`config.mk`:
```
export PLATFORM = sky130hd
export DESIGN_NAME = data_mem_arbiter
export DESIGN_NICKNAME = d
export VERILOG_FILES = /design/src/rtl/data_mem_arbiter.sv
export SDC_FILE = /design/constraint.sdc
export NUM_CORES = 1
export LEC_CHECK = 0
export ABC_AREA = 0
export CORE_MARGIN = 2
export CORE_UTILIZATION = 25
export DETAILED_ROUTE_END_ITERATION = 10
export GPL_TIMING_DRIVEN = 0
export SYNTH_ARGS = -nofsm -noshare
export SYNTH_HDL_FRONTEND = slang
export SYNTH_SLANG_ARGS = --single-unit
```
`constraint.sdc`:
```
create_clock -name clk -period 2.72 [get_ports clk]
set_input_delay 0.408 -clock clk [delete_from_list [all_inputs] [get_ports clk]]
set_output_delay 0.408 -clock clk [all_outputs]
set_load 0.05 [all_outputs]
```
`src/rtl/data_mem_arbiter.sv`:
```
// data_mem_arbiter
// Shares one single-port data memory between the core load/store path and a
// host (loader/bench) port. The core has fixed priority. After STARVE_LIMIT
// consecutive contested core wins the host is forced through on the next
// contested cycle. Read data returns one cycle after the grant, qualified by a
// registered per-port valid.
//
// Ports:
//   clk, reset            clock; synchronous active-high reset
//   core_req/we/addr/wdata core request, held until core_gnt
//   core_gnt              core access performed this cycle (combinational)
//   core_rvalid/rdata     core read return (rdata is 0 while rvalid is low)
//   host_*                same set of signals for the host port
//   mem_addr/we/wdata     memory command from the granted port
//   mem_rdata             memory read data, one cycle after mem_addr
//   conflict_cnt          saturating count of cycles with both requests high
module data_mem_arbiter #(
  parameter int unsigned ADDR_WIDTH   = 8,
  parameter int unsigned DATA_WIDTH   = 8,
  parameter int unsigned STARVE_LIMIT = 4
) (
  input  logic                  clk,
  input  logic                  reset,
  input  logic                  core_req,
  input  logic                  core_we,
  input  logic [ADDR_WIDTH-1:0] core_addr,
  input  logic [DATA_WIDTH-1:0] core_wdata,
  output logic                  core_gnt,
  output logic                  core_rvalid,
  output logic [DATA_WIDTH-1:0] core_rdata,
  input  logic                  host_req,
  input  logic                  host_we,
  input  logic [ADDR_WIDTH-1:0] host_addr,
  input  logic [DATA_WIDTH-1:0] host_wdata,
  output logic                  host_gnt,
  output logic                  host_rvalid,
  output logic [DATA_WIDTH-1:0] host_rdata,
  output logic [ADDR_WIDTH-1:0] mem_addr,
  output logic                  mem_we,
  output logic [DATA_WIDTH-1:0] mem_wdata,
  input  logic [DATA_WIDTH-1:0] mem_rdata,
  output logic [15:0]           conflict_cnt
);

  localparam int unsigned SW = (STARVE_LIMIT > 0) ? $clog2(STARVE_LIMIT + 1) : 1;
  localparam logic [SW-1:0] LIMIT = SW'(STARVE_LIMIT);
  localparam logic [SW-1:0] ONE   = SW'(1);

  logic [SW-1:0] r_starve_cnt;
  logic          r_core_rvalid;
  logic          r_host_rvalid;
  logic [15:0]   r_conflict_cnt;

  logic          w_both;
  logic          w_core_gnt;
  logic          w_host_gnt;

  assign w_both = core_req & host_req;

  // Grant decision. Reset suppresses every grant so no memory write and no
  // read return can originate from a reset cycle.
  always_comb begin
    w_core_gnt = 1'b0;
    w_host_gnt = 1'b0;
    if (!reset) begin
      if (w_both) begin
        if (r_starve_cnt >= LIMIT) begin
          w_host_gnt = 1'b1;
        end else begin
          w_core_gnt = 1'b1;
        end
      end else if (core_req) begin
        w_core_gnt = 1'b1;
      end else if (host_req) begin
        w_host_gnt = 1'b1;
      end
    end
  end

  assign core_gnt = w_core_gnt;
  assign host_gnt = w_host_gnt;

  // Memory command mux; with no grant the core fields are presented idle.
  always_comb begin
    mem_addr  = core_addr;
    mem_wdata = core_wdata;
    mem_we    = 1'b0;
    if (w_host_gnt) begin
      mem_addr  = host_addr;
      mem_wdata = host_wdata;
      mem_we    = host_we;
    end else if (w_core_gnt) begin
      mem_we    = core_we;
    end
  end

  // Contested core-win run length. Any host grant or host idle cycle ends
  // the run, so a host that drops its request starts a fresh run.
  always_ff @(posedge clk) begin
    if (reset) begin
      r_starve_cnt <= '0;
    end else if (w_host_gnt || !host_req) begin
      r_starve_cnt <= '0;
    end else if (w_both && w_core_gnt && (r_starve_cnt < LIMIT)) begin
      r_starve_cnt <= r_starve_cnt + ONE;
    end
  end

  // Read-return tags: one cycle after a granted read.
  always_ff @(posedge clk) begin
    if (reset) begin
      r_core_rvalid <= 1'b0;
      r_host_rvalid <= 1'b0;
    end else begin
      r_core_rvalid <= w_core_gnt & ~core_we;
      r_host_rvalid <= w_host_gnt & ~host_we;
    end
  end

  // A read granted just before reset rises has already set its tag; masking
  // with reset drops that return instead of letting it escape during reset.
  assign core_rvalid = r_core_rvalid & ~reset;
  assign host_rvalid = r_host_rvalid & ~reset;
  assign core_rdata  = core_rvalid ? mem_rdata : '0;
  assign host_rdata  = host_rvalid ? mem_rdata : '0;

  always_ff @(posedge clk) begin
    if (reset) begin
      r_conflict_cnt <= '0;
    end else if (w_both && (r_conflict_cnt != '1)) begin
      r_conflict_cnt <= r_conflict_cnt + 16'd1;
    end
  end

  assign conflict_cnt = r_conflict_cnt;

endmodule

```
# ---- Word-level counts from Yosys, hierarchy flattened
# Cells that the tools add are included.
# Widths: inputs -> output; s select.
dict set report totals {
  mem_bits_rw 0
  out_inout_bits 53
  mem_count 0
  mem_bits_ro 0
  register_bits 21
  latch_bits 0
}
dict set report op_classes {
  reduce_logical 6
  n_mul 0
  n_addsub 2
  n_mux 15
  n_eq_ne 1
  n_bitwise 8
  magnitude_cmp 2
  shifts 0
  div_mod_pow 0
}
# op n
set ops {}
lappend ops {{$mux 8} 4}
lappend ops {{$add 16x1->16 const B} 1}
lappend ops {{$ne 16x16->1 const B} 1}
lappend ops {{$mux 1} 11}
lappend ops {{$and 1x1->1} 5}
lappend ops {{$add 3x1->3 const B} 1}
lappend ops {{$ge 3x3->1 const B} 1}
lappend ops {{$logic_and 1x1->1} 3}
lappend ops {{$lt 3x3->1 const B} 1}
lappend ops {{$not 1->1} 3}
lappend ops {{$reduce_or 2->1} 1}
lappend ops {{$logic_not 1->1} 1}
lappend ops {{$logic_or 1x1->1} 1}

# ---- Logic depth before layout (Yosys ltp)
dict set report logic_depth {
  word_depth 6
  mapped_depth 7
  mapped_depth_nobuf 5
}

# ---- Least setup slack after synthesis
# OpenSTA, ideal clock, no wires.
dict set report synth_path {
  path_type {input -> output}
  start {input reset}
  end {output mem_we}
  path_buffers 1
  path_stages 3
  path_slack_ps -131
  t_arrival_ps 2443
  path_cell_list {clkbuf_1 > a211oi_1 > a22o_1}
}
dict set report synth_via {
  elab_chain_len 3
  word_cells_on_any_way 4
  classes_between {mux: 4}
}
# element line_no
set synth_rtl {}
lappend synth_rtl {{start: declaration} 23} ;# input logic reset,
lappend synth_rtl {{$mux 1} 65} ;# if (!reset) begin
lappend synth_rtl {{net core_gnt} 28} ;# output logic core_gnt,
lappend synth_rtl {{$mux 1} 92} ;# end else if (w_core_gnt) begin
lappend synth_rtl {{$mux 1} 88} ;# if (w_host_gnt) begin
lappend synth_rtl {{end: declaration} 39} ;# output logic mem_we,
# The timed path passes the listed nets, and every way through them passes these cells.

# ---- Final worst setup path
dict set report layout_path {
  start {input reset}
  end {output core_rvalid}
}
dict set report layout_via {
  elab_chain_len 2
}
# element line_no
set layout_rtl {}
lappend layout_rtl {{$not 1->1} 122} ;# assign core_rvalid = r_core_rvalid & ~reset;
lappend layout_rtl {{$and 1x1->1} 122}
lappend layout_rtl {{end: declaration} 29} ;# output logic core_rvalid,
# Every way passes these cells.

==> flow_metrics.py <==
metrics = {
    "placed_design": {
        "dp_hpwl_um": 3364,
        "placedCellCount": 322,
        "gp_congestion": 0.7618,
        "io_buffers": 98,
    },
    "layout": {
        "finish.utilization_pct": 47.16,
        "fillCellCount": 525,
        "drive_above_1_share_pct": 17.90,
        "area_growth_syn_to_layout_pct": 81.95,
        "fin_nets": 306,
        "antennaDiodeCount": 0,
        "stdcell_count": 327,
    },
    "timing": {
        "finalSetupViolCount": 0,
        "slew_violations": 0,
        "grt_setup_unrepaired": "false",
        "fin_crit_sh_pct": 94.04,
        "min_period_ps": 2558,
        "hold_viol": 0,
        "tightest_slew_ps": 638.4,
        "maxSlewHeadroom_pct": 57.09,
        "fmax_mhz": 391.0,
        "finClkSkew_ps": 7.216,
        "setup_tns_ps": 0,
    },
    "synthesis": {
        "synth_seq_area_share_pct": 31.76,
        "synth_top_cell_area_share_pct": 31.76,
        "ys_warn_count": 0,
        "synth-main-ff-cell": "dfxtp_1",
        "synth_top_area_cell": "dfxtp_1",
        "ys_ff_latch": 21,
        "synth_most_common_cell": "dfxtp_1",
        "ys_types": 30,
        "synth.avg_cell_area_sq_um": 8.596,
        "async_flop_share_pct": 0,
        "ys_top_cells_by_count": "21 x dfxtp_1, 18 x and2_1, 17 x mux2_2",
        "synth_area_leaders": "dfxtp_1 32%, mux2_2 14%, and2_1 8.5%",
        "synth_area_sq_mm": 0.001324,
        "synth_nets": 202,
        "syn_inst": 154,
        "synth_edf_count": 0,
    },
    "global_route": {
        "grt_max_degree": 12,
        "grt_util_all_layers_pct": 14.59,
        "grt_pass1_wl_um": 7224,
        "antenna_found_initial": 0,
        "grt_overflow": 0,
        "first_global_vias": 1613,
    },
    "die": {
        "rows": 26,
        "fp.dieW_um": 76.77,
        "fp.dieH_um": 76.77,
        "io_pins": 99,
        "die_area_sq_mm": 0.005893,
        "initial_utilization_pct": 25.92,
        "core-area_sq_mm": 0.005107,
    },
    "route": {
        "post_drt_wl_per_cell_um": 13.24,
        "ant_nets": 0,
        "vias": 1608,
        "drcViolationCount": 0,
        "drt_wl_total_um": 4329,
        "drtPass1Iterations": 4,
        "via_per_inst": 4.917,
        "drt_iter0_markers": 117,
    },
    "power": {
        "p_leak_nw": 1.153,
        "powerDensity_mw_per_mm2": 311.5,
        "ir_drop_mv": 0.1837,
    },
    "clocking": {
        "clock_path_buffers": 2,
        "cts_buffers": 3,
        "clk_pin_slew_worst_paths_ps": 80,
        "cts_num_sinks": 21,
        "cts_tree": "yes",
        "root_buffer": "clkbuf_8",
        "insertion_delay_ps": 260,
        "htreeDepth": 1,
    },
    "outcome": {
        "status": "complete, no violations",
    },
    "flow_run": {
        "drv_cap": 0,
    },
    "setup_path": {
        "path_class": "input pin to output pin",
        "critPathRequiredTime_ps": 2310,
        "cp-end-kind": "output pin",
        "r2r_start": "conflict_cnt[12]$_SDFFE_PP0P_",
        "arrival_ps": 2150,
        "cp_max_fo": 9,
        "critPathLaunchType": "input pin",
        "crit_path_start": "reset",
    },
    "worst_hold_path": {
        "min_from": "r_starve_cnt[0]$_SDFFE_PP0P_",
        "min_path_type": "register to register",
    },
}
==> worst max-delay path: stages <==
cell and delay, ps:
clkdlybuf4s50_1 450, nor2b_1 120, clkbuf_1 290, clkdlybuf4s50_1 870
==> final timing paths <==
kind	slack (ps)	cells past startpoint	end
setup / recovery	160	4	core_rvalid
setup reg to reg	450	6	conflict_cnt[7]$_SDFFE_PP0P_
hold / removal	440	1	r_starve_cnt[0]$_SDFFE_PP0P_
hold reg to reg	440	1	r_starve_cnt[0]$_SDFFE_PP0P_
==> sequential cells by signal (all words and copies together), names as in the netlist <==
register       count
r_starve_cnt       3
conflict_cnt      16
r_core_rvalid      1
r_host_rvalid      1
==> per-stage QoR <==
stage	total power [W]	worst slack [ps]	hold slack (ps)	instance area (sq um)
after detailed placement	0.0005691	-861.8	433.1	2397
after CTS	0.0007620	6.467	446.4	2430
final	0.0007503	162.2	444.9	2409
after floorplan	0.0004488	325.4	408.0	1329
after global placement	0.0005685	-876.5	429.3	2397
after global routing	0.0007807	9.292	464.3	2409
==> kinds of logic after synthesis <==
| kind of cell | count (synthesis) | share of synthesized area, % |
|---|---|---|
| adders and majority gates | 2 | 1.890 |
| DFF | 21 | 31.76 |
| AOI/OAI and AO/OA | 31 | 14.93 |
| and+or+nand+nor | 67 | 31.57 |
| buffers and inverters | 15 | 4.631 |
| muxes | 18 | 15.22 |
==> per-layer routing <==
layer | GRT usage [%] | part of all wire, %
met5 | 0 | 0
met4 | 4.545 | 1.2
met1 | 17.06 | 41
met2 | 25.18 | 49
met3 | 4.706 | 9.4
==> cells in the final DEF, fill, tap and decap left out, drive strengths merged, types with 5 or more instances in the layout <==
cell and count:
or4 12, nand4 5, dfxtp 21, o31ai 11, clkbuf 25, and2 18
inv 6, clkdlybuf4s50 63, nand2 7, nand3 6, mux2 17, dlymetal6s2s 17
nor4 5, a21oi 13, buf 6
==> area by class of cell <==
cell class | count | area (sq um) | area share (%)
sequential | 21 | 420.4 | 17.45
clock buffer | 4 | 45.04 | 1.870
tap | 70 | 87.58 | 3.636
timing repair buffer | 99 | 944.7 | 39.22
multi-input combinational | 118 | 847.1 | 35.17
buffer | 9 | 41.29 | 1.714
inverter | 6 | 22.52 | 0.9351
==> power breakdown <==
group	switching [W]	total (W)	internal [W]
Sequential	0.00000211	0.000312	0.000310
Clock	0.000103	0.000208	0.000104
Combinational	0.000129	0.000230	0.000101
Total	0.000235	0.000750	0.000516
==> repair_timing <==
item / in CTS / in global routing
pin swaps: 1 / 0
resized for setup: 19 / 51
hold buffers: 0 / 0
endpoints found under the setup margin: 18 / 34
setup buffers: 1 / 0
No activity file was read; power rests on OpenSTA's default activity.
